`src/rtl/regfile_write_arbiter_pkg.sv`:
```
// Shared constants and helpers for the register-file write-port arbiter.
package regfile_write_arbiter_pkg;

  localparam int unsigned NUM_REQ_DEF    = 4;
  localparam int unsigned ADDR_WIDTH_DEF = 5;
  localparam int unsigned BIT_WIDTH_DEF  = 32;
  localparam int unsigned REQ_IDX_W      = $clog2(NUM_REQ_DEF);

  // Widest supported requester count; onehot() is sized for it and callers truncate.
  localparam int unsigned MAX_REQ   = 8;
  localparam int unsigned MAX_IDX_W = $clog2(MAX_REQ);

  localparam int unsigned ZERO_REG = 0;

  function automatic logic [MAX_REQ-1:0] onehot(input logic [MAX_IDX_W-1:0] idx);
    return MAX_REQ'(1) << idx;
  endfunction

endpackage

```
`src/rtl/regfile_write_arbiter_if.sv`:
```
// Writeback-requester and register-file write-port bundle.
interface regfile_write_arbiter_if
  import regfile_write_arbiter_pkg::*;
#(
  parameter int unsigned NUM_REQ    = NUM_REQ_DEF,
  parameter int unsigned ADDR_WIDTH = ADDR_WIDTH_DEF,
  parameter int unsigned BIT_WIDTH  = BIT_WIDTH_DEF
) ();

  localparam int unsigned IDX_W = $clog2(NUM_REQ);

  logic                            busy;
  logic [NUM_REQ-1:0]              req;
  logic [NUM_REQ*ADDR_WIDTH-1:0]   req_addr;
  logic [NUM_REQ*BIT_WIDTH-1:0]    req_data;
  logic [NUM_REQ-1:0]              ack;
  logic                            wr_en;
  logic [ADDR_WIDTH-1:0]           wr_addr;
  logic [BIT_WIDTH-1:0]            wr_data;
  logic [IDX_W-1:0]                grant_id;

  modport master (
    output busy, req, req_addr, req_data,
    input  ack, wr_en, wr_addr, wr_data, grant_id
  );

  modport slave (
    input  busy, req, req_addr, req_data,
    output ack, wr_en, wr_addr, wr_data, grant_id
  );

endinterface

```
`src/rtl/regfile_write_arbiter_rr_priority_picker.sv`:
```
// Round-robin pick: lowest set bit at or above ptr, wrapping to bit 0.
module rr_priority_picker #(
  parameter int unsigned N  = 4,
  parameter int unsigned IW = $clog2(N)
) (
  input  logic [N-1:0]  eligible_i,
  input  logic [IW-1:0] ptr_i,
  output logic          valid_c,
  output logic [IW-1:0] winner_c
);

  logic [N-1:0]   hi_mask;
  logic [2*N-1:0] dbl;

  always_comb begin
    hi_mask = '0;
    for (int i = 0; i < int'(N); i++) begin
      hi_mask[i] = (IW'(i) >= ptr_i);
    end
  end

  // Upper copy is unmasked so the search wraps past N-1 back to 0.
  assign dbl     = {eligible_i, eligible_i & hi_mask};
  assign valid_c = |eligible_i;

  always_comb begin
    winner_c = '0;
    for (int i = 2 * int'(N) - 1; i >= 0; i--) begin
      if (dbl[i]) begin
        winner_c = (i >= int'(N)) ? IW'(i - int'(N)) : IW'(i);
      end
    end
  end

endmodule

```
`src/rtl/regfile_write_arbiter.sv`:
```
// Round-robin arbiter sharing one registered register-file write port.
module regfile_write_arbiter
  import regfile_write_arbiter_pkg::*;
#(
  parameter int unsigned NUM_REQ      = NUM_REQ_DEF,
  parameter int unsigned ADDR_WIDTH   = ADDR_WIDTH_DEF,
  parameter int unsigned BIT_WIDTH    = BIT_WIDTH_DEF,
  parameter int unsigned ZERO_DISCARD = 1
) (
  input  logic                  clk,
  input  logic                  reset_n,
  regfile_write_arbiter_if.slave bus
);

  localparam int unsigned IDX_W = $clog2(NUM_REQ);

  logic [NUM_REQ-1:0]    ack_q,     ack_d;
  logic                  wr_en_q,   wr_en_d;
  logic [ADDR_WIDTH-1:0] wr_addr_q, wr_addr_d;
  logic [BIT_WIDTH-1:0]  wr_data_q, wr_data_d;
  logic [IDX_W-1:0]      grant_q,   grant_d;
  logic [IDX_W-1:0]      ptr_q,     ptr_d;

  logic [NUM_REQ-1:0]    eligible;
  logic                  pick_valid;
  logic                  pick;
  logic [IDX_W-1:0]      winner;
  logic [ADDR_WIDTH-1:0] win_addr;
  logic [BIT_WIDTH-1:0]  win_data;

  // A requester being acked now still holds req; mask it to avoid a double serve.
  assign eligible = bus.req & ~ack_q;

  rr_priority_picker #(
    .N  (NUM_REQ),
    .IW (IDX_W)
  ) u_picker (
    .eligible_i (eligible),
    .ptr_i      (ptr_q),
    .valid_c    (pick_valid),
    .winner_c   (winner)
  );

  assign pick     = pick_valid & ~bus.busy;
  assign win_addr = bus.req_addr[int'(winner) * ADDR_WIDTH +: ADDR_WIDTH];
  assign win_data = bus.req_data[int'(winner) * BIT_WIDTH +: BIT_WIDTH];

  always_comb begin
    ack_d     = '0;
    wr_en_d   = 1'b0;
    wr_addr_d = wr_addr_q;
    wr_data_d = wr_data_q;
    grant_d   = grant_q;
    ptr_d     = ptr_q;
    if (pick) begin
      ack_d     = NUM_REQ'(onehot(MAX_IDX_W'(winner)));
      wr_en_d   = !((ZERO_DISCARD != 0) && (win_addr == ADDR_WIDTH'(ZERO_REG)));
      wr_addr_d = win_addr;
      wr_data_d = win_data;
      grant_d   = winner;
      ptr_d     = (winner == IDX_W'(NUM_REQ - 1)) ? '0 : winner + IDX_W'(1);
    end
  end

  always_ff @(posedge clk or negedge reset_n) begin
    if (!reset_n) begin
      ack_q     <= '0;
      wr_en_q   <= 1'b0;
      wr_addr_q <= '0;
      wr_data_q <= '0;
      grant_q   <= '0;
      ptr_q     <= '0;
    end else begin
      ack_q     <= ack_d;
      wr_en_q   <= wr_en_d;
      wr_addr_q <= wr_addr_d;
      wr_data_q <= wr_data_d;
      grant_q   <= grant_d;
      ptr_q     <= ptr_d;
    end
  end

  assign bus.ack      = ack_q;
  assign bus.wr_en    = wr_en_q;
  assign bus.wr_addr  = wr_addr_q;
  assign bus.wr_data  = wr_data_q;
  assign bus.grant_id = grant_q;

endmodule
```
`src/flat_wrapper.sv`:
```
// flat-port wrapper written by rule: the top's interface ports become plain ports
module regfile_write_arbiter_flat import regfile_write_arbiter_pkg::*;
#(
  parameter int unsigned NUM_REQ      = NUM_REQ_DEF,
  parameter int unsigned ADDR_WIDTH   = ADDR_WIDTH_DEF,
  parameter int unsigned BIT_WIDTH    = BIT_WIDTH_DEF,
  parameter int unsigned ZERO_DISCARD = 1
)
  (clk, reset_n, bus_busy, bus_req, bus_req_addr, bus_req_data, bus_ack, bus_wr_en, bus_wr_addr, bus_wr_data, bus_grant_id);
  regfile_write_arbiter_if #(.NUM_REQ(NUM_REQ), .ADDR_WIDTH(ADDR_WIDTH), .BIT_WIDTH(BIT_WIDTH)) bus_i ();
  input  logic clk;
  input  logic reset_n;
  input wire logic [$bits(bus_i.busy)-1:0] bus_busy;
  input wire logic [$bits(bus_i.req)-1:0] bus_req;
  input wire logic [$bits(bus_i.req_addr)-1:0] bus_req_addr;
  input wire logic [$bits(bus_i.req_data)-1:0] bus_req_data;
  output wire logic [$bits(bus_i.ack)-1:0] bus_ack;
  output wire logic [$bits(bus_i.wr_en)-1:0] bus_wr_en;
  output wire logic [$bits(bus_i.wr_addr)-1:0] bus_wr_addr;
  output wire logic [$bits(bus_i.wr_data)-1:0] bus_wr_data;
  output wire logic [$bits(bus_i.grant_id)-1:0] bus_grant_id;
  assign bus_i.busy = bus_busy;
  assign bus_i.req = bus_req;
  assign bus_i.req_addr = bus_req_addr;
  assign bus_i.req_data = bus_req_data;
  assign bus_ack = bus_i.ack;
  assign bus_wr_en = bus_i.wr_en;
  assign bus_wr_addr = bus_i.wr_addr;
  assign bus_wr_data = bus_i.wr_data;
  assign bus_grant_id = bus_i.grant_id;
  regfile_write_arbiter #(.NUM_REQ(NUM_REQ), .ADDR_WIDTH(ADDR_WIDTH), .BIT_WIDTH(BIT_WIDTH), .ZERO_DISCARD(ZERO_DISCARD)) u_core (.clk(clk), .reset_n(reset_n), .bus(bus_i));
endmodule
```
`config.mk`:
```
export PLATFORM = sky130hd
export DESIGN_NAME = regfile_write_arbiter_flat
export DESIGN_NICKNAME = d
export VERILOG_FILES = /design/src/rtl/regfile_write_arbiter_pkg.sv /design/src/rtl/regfile_write_arbiter_if.sv /design/src/rtl/regfile_write_arbiter_rr_priority_picker.sv /design/src/rtl/regfile_write_arbiter.sv /design/src/flat_wrapper.sv
export SDC_FILE = /design/constraint.sdc
export NUM_CORES = 1
export LEC_CHECK = 0
export ABC_AREA = 1
export BUFFER_PORTS_ARGS = -buffer_cell sky130_fd_sc_hd__buf_2
export CAP_MARGIN = 20
export CORE_MARGIN = 1
export CORE_UTILIZATION = 38
export DETAILED_ROUTE_END_ITERATION = 8
export PLACE_DENSITY = 0.78
export SLEW_MARGIN = 40
export SYNTH_ARGS = -nofsm -noshare
export SYNTH_HDL_FRONTEND = slang
export SYNTH_SLANG_ARGS = --single-unit
```
`constraint.sdc`:
```
create_clock -name clk -period 1.74 [get_ports clk]
set_input_delay 0.087 -clock clk [delete_from_list [all_inputs] [get_ports clk]]
set_output_delay 0.087 -clock clk [all_outputs]
set_load 0.01 [all_outputs]
```
==> results.json <==
{
  "status": "complete, no violations",
  "power_density_mw_per_mm2": 1540,
  "synth_cell_type_count": 26,
  "combPwrFrac": 0.642,
  "grt_pass1_wl_um": 13600,
  "place_inst": 687,
  "diodes": 0,
  "worstMarginPinSlew_ns": 0.592,
  "rr_startpoint": "u_core.ptr_q[1]",
  "die_h_um": 89.1,
  "synth-seq-cells": 46,
  "syn_inst": 403,
  "cts_inserted_buffers": 5,
  "end_kind": "flop",
  "grt_overflow": 0,
  "grtUsageTotal": 0.220,
  "cp.arrival_ns": 1.91,
  "ant_nets": 0,
  "dieArea_mm2": 0.00795,
  "worstSetupPathType": "flop to flop",
  "maxSlewViolCount": 0,
  "syn2layout_area_growth_pct": 54.8,
  "p_clk_frac": 0.091,
  "layout-drive-gt1-share": 0.432,
  "worstPathRequired_ns": 1.91,
  "clkSinkCount": 46,
  "dpl.hpwl_um": 6660,
  "rsz0062_at_grt": "yes",
  "clock.fmax_mhz": 575,
  "final_util": 0.613,
  "power_frac_seq": 0.267,
  "htree_levels": 2,
  "holdWs_ns": 0.0367,
  "wl_per_cell_um": 13.7,
  "drtPass1Iterations": 5,
  "maxSlewHeadroom": 0.605,
  "r2r_slack_ns": 0.0009,
  "ys_warn_count": 0,
  "synth_nets": 562,
  "hp-class": "primary input to flop",
  "internal_power_mw": 3.88,
  "drt_wl_total_um": 9790,
  "place_area_mm2": 0.00403,
  "yosysTopAreaCell": "dfrtp_1",
  "core_area_mm2": 0.00729,
  "worstSkewPairLatency_ns": 0.30,
  "clkTransAtPathRegs_ns": 0.09,
  "place_congestion": 0.894,
  "cap_violations": 0,
  "fin_skew_ns": 0.00683,
  "ys_top_cells_by_area": "dfrtp_1, nor2_1, o21ai_0, nand2_1, nand3_1",
  "crit_fanout": 7,
  "swShare": 0.437,
  "cts_root_buf": "clkbuf_8",
  "drt_iter0_markers": 205,
  "whs_path_depth": 3,
  "synth_area_mm2": 0.00289,
  "ys_async_sr_fraction": 1.00,
  "layout.cells.non_filler": 713,
  "grt_pass1_vias": 3171,
  "reg2regPathDepth": 10,
  "netSwitchingPower_mw": 3.02,
  "initial_core_util": 0.396,
  "synth.most_common_cell": "nor2_1",
  "worstReg2RegEnd": "u_core.bus.wr_data[21]",
  "whs_endpoint": "u_core.bus.wr_data[15]",
  "seq_area_frac_synth": 0.399,
  "yosys-top-cells-count": "nor2_1, o21ai_0, nand2_1",
  "startpoint_type": "flop",
  "synth_area_per_cell_um2": 7.16,
  "ioPinCount": 199,
  "antenna_found_initial": 0,
  "routed-via-count": 3585,
  "synth_top_area_frac": 0.399,
  "design_area_mm2": 0.00447,
  "die_w_um": 89.1,
  "grt_max_degree": 47,
  "leakagePower_nw": 2.29,
  "period_minus_slack_ns": 1.74,
  "nets": 773,
  "fillCellCount": 708,
  "vias_per_cell": 5.03,
  "hold_violations": 0,
  "tritoncts": "built",
  "port_buffers": 198,
  "finalSetupViolCount": 0,
  "synth-main-ff-cell": "dfrtp_1",
  "vdd_ir_drop_max_v": 0.000605,
  "ctsLongestPathBuffers": 2,
  "min_from": "bus_req_data[47]",
  "route.detailed.drc": 0,
  "synth_edf_count": 0,
  "num_rows": 31,
  "min_period_over_period": 0.999
}
logic make-up after synthesis:
logic type | synth area share
buffers and inverters | 0.0915
AO/OA/AOI/OAI | 0.237
flip-flops | 0.399
adder cells (fa/ha/maj) | 0.0173
AND/OR/NAND/NOR | 0.255
sequential cells by signal (all words and copies together), names as in the netlist:
signal               flops
u_core.bus.wr_data      32
u_core.bus.wr_addr       5
u_core.bus.ack           4
u_core.ptr_q             2
u_core.bus.wr_en         1
u_core.bus.grant_id      2
power groups by stage:
| stage | logic (mW) | clock network, mW | registers (mW) |
|---|---|---|---|
| after floorplan | 2.06 | 0 | 2.07 |
| after global placement | 3.52 | 0 | 1.83 |
| after detailed placement | 3.63 | 0 | 1.83 |
| after CTS | 3.63 | 0.635 | 1.83 |
| after global routing | 4.88 | 0.687 | 1.91 |
| final | 4.43 | 0.628 | 1.84 |
metal layers:
metal	vias up	part of all wire	wire, um	global-route usage
li1	1765	-	-	-
met2	167	0.50	4880	0.402
met1	1642	0.43	4160	0.262
met3	11	0.063	619	0.0379
met5	-	0	0	0
met4	0	0.013	128	0.0693
per-stage QoR:
step           total power, mW  setup slack, ns  setup TNS (ns)
2_1_floorplan             4.13           0.0504               0
3_3_place_gp              5.35            0.100               0
3_5_place_dp              5.46           0.0483               0
4_1_cts                   6.09           0.0281               0
5_1_grt                   7.48          -0.0865           -1.15
6_report                  6.90         0.000938               0
cells in the final DEF (no fill, tap or decap), drive strengths merged:
cell | Yosys | routed
buf | 22 | 226
nor2 | 98 | 98
o21ai | 73 | 73
nand2 | 60 | 60
dfrtp | 46 | 46
inv | 24 | 23
nand3 | 22 | 22
clkbuf | 7 | 13
a21oi | 12 | 12
a31oi | 11 | 11
o211ai | 11 | 11
o221ai | 10 | 10
ha | 4 | 4
nand4 | 1 | 1
clkinv | 1 | 1
a21boi | 1 | 1
clkinvlp | 0 | 1
dlygate4sd3 | 0 | 1
how the worst max path moves through the flow:
stage                       from                      to  slack [ns]  cells past startpoint
2_1_floorplan  u_core.bus.ack[1]         u_core.ptr_q[1]        0.05                      9
3_3_place_gp   u_core.bus.ack[0]  u_core.bus.wr_data[26]        0.10                      9
3_5_place_dp     u_core.ptr_q[1]        u_core.bus.wr_en        0.05                     11
4_1_cts          u_core.ptr_q[1]        u_core.bus.wr_en        0.03                     11
5_1_grt          u_core.ptr_q[1]        u_core.bus.wr_en       -0.09                     11
6_report         u_core.ptr_q[1]  u_core.bus.wr_data[21]      0.0009                     10
worst max-delay path, stage by stage (launching register included):
cell	delay (ns)
dfrtp_1	0.40
inv_2	0.08
nand4_1	0.21
a21boi_4	0.23
buf_12	0.14
buf_6	0.12
clkbuf_16	0.15
nor2_4	0.06
nor2_1	0.04
o21ai_1	0.07
o211ai_1	0.11
cell type report:
type	count	area, um2	share of cell area
Tap cell	99	124	0.0277
Sequential cell	46	1150	0.258
Clock buffer	7	76.3	0.0171
Inverter	25	97.6	0.0218
Timing Repair Buffer	233	1480	0.330
Multi-Input combinational cell	303	1540	0.345
repair_timing:
item	CTS	global route
endpoints found under the setup margin	0	40
setup buffers	0	9
resized for setup	0	40
hold endpoints to repair	46	0
hold buffers	1	0
Note: power is estimated with default switching activity, not from simulation.
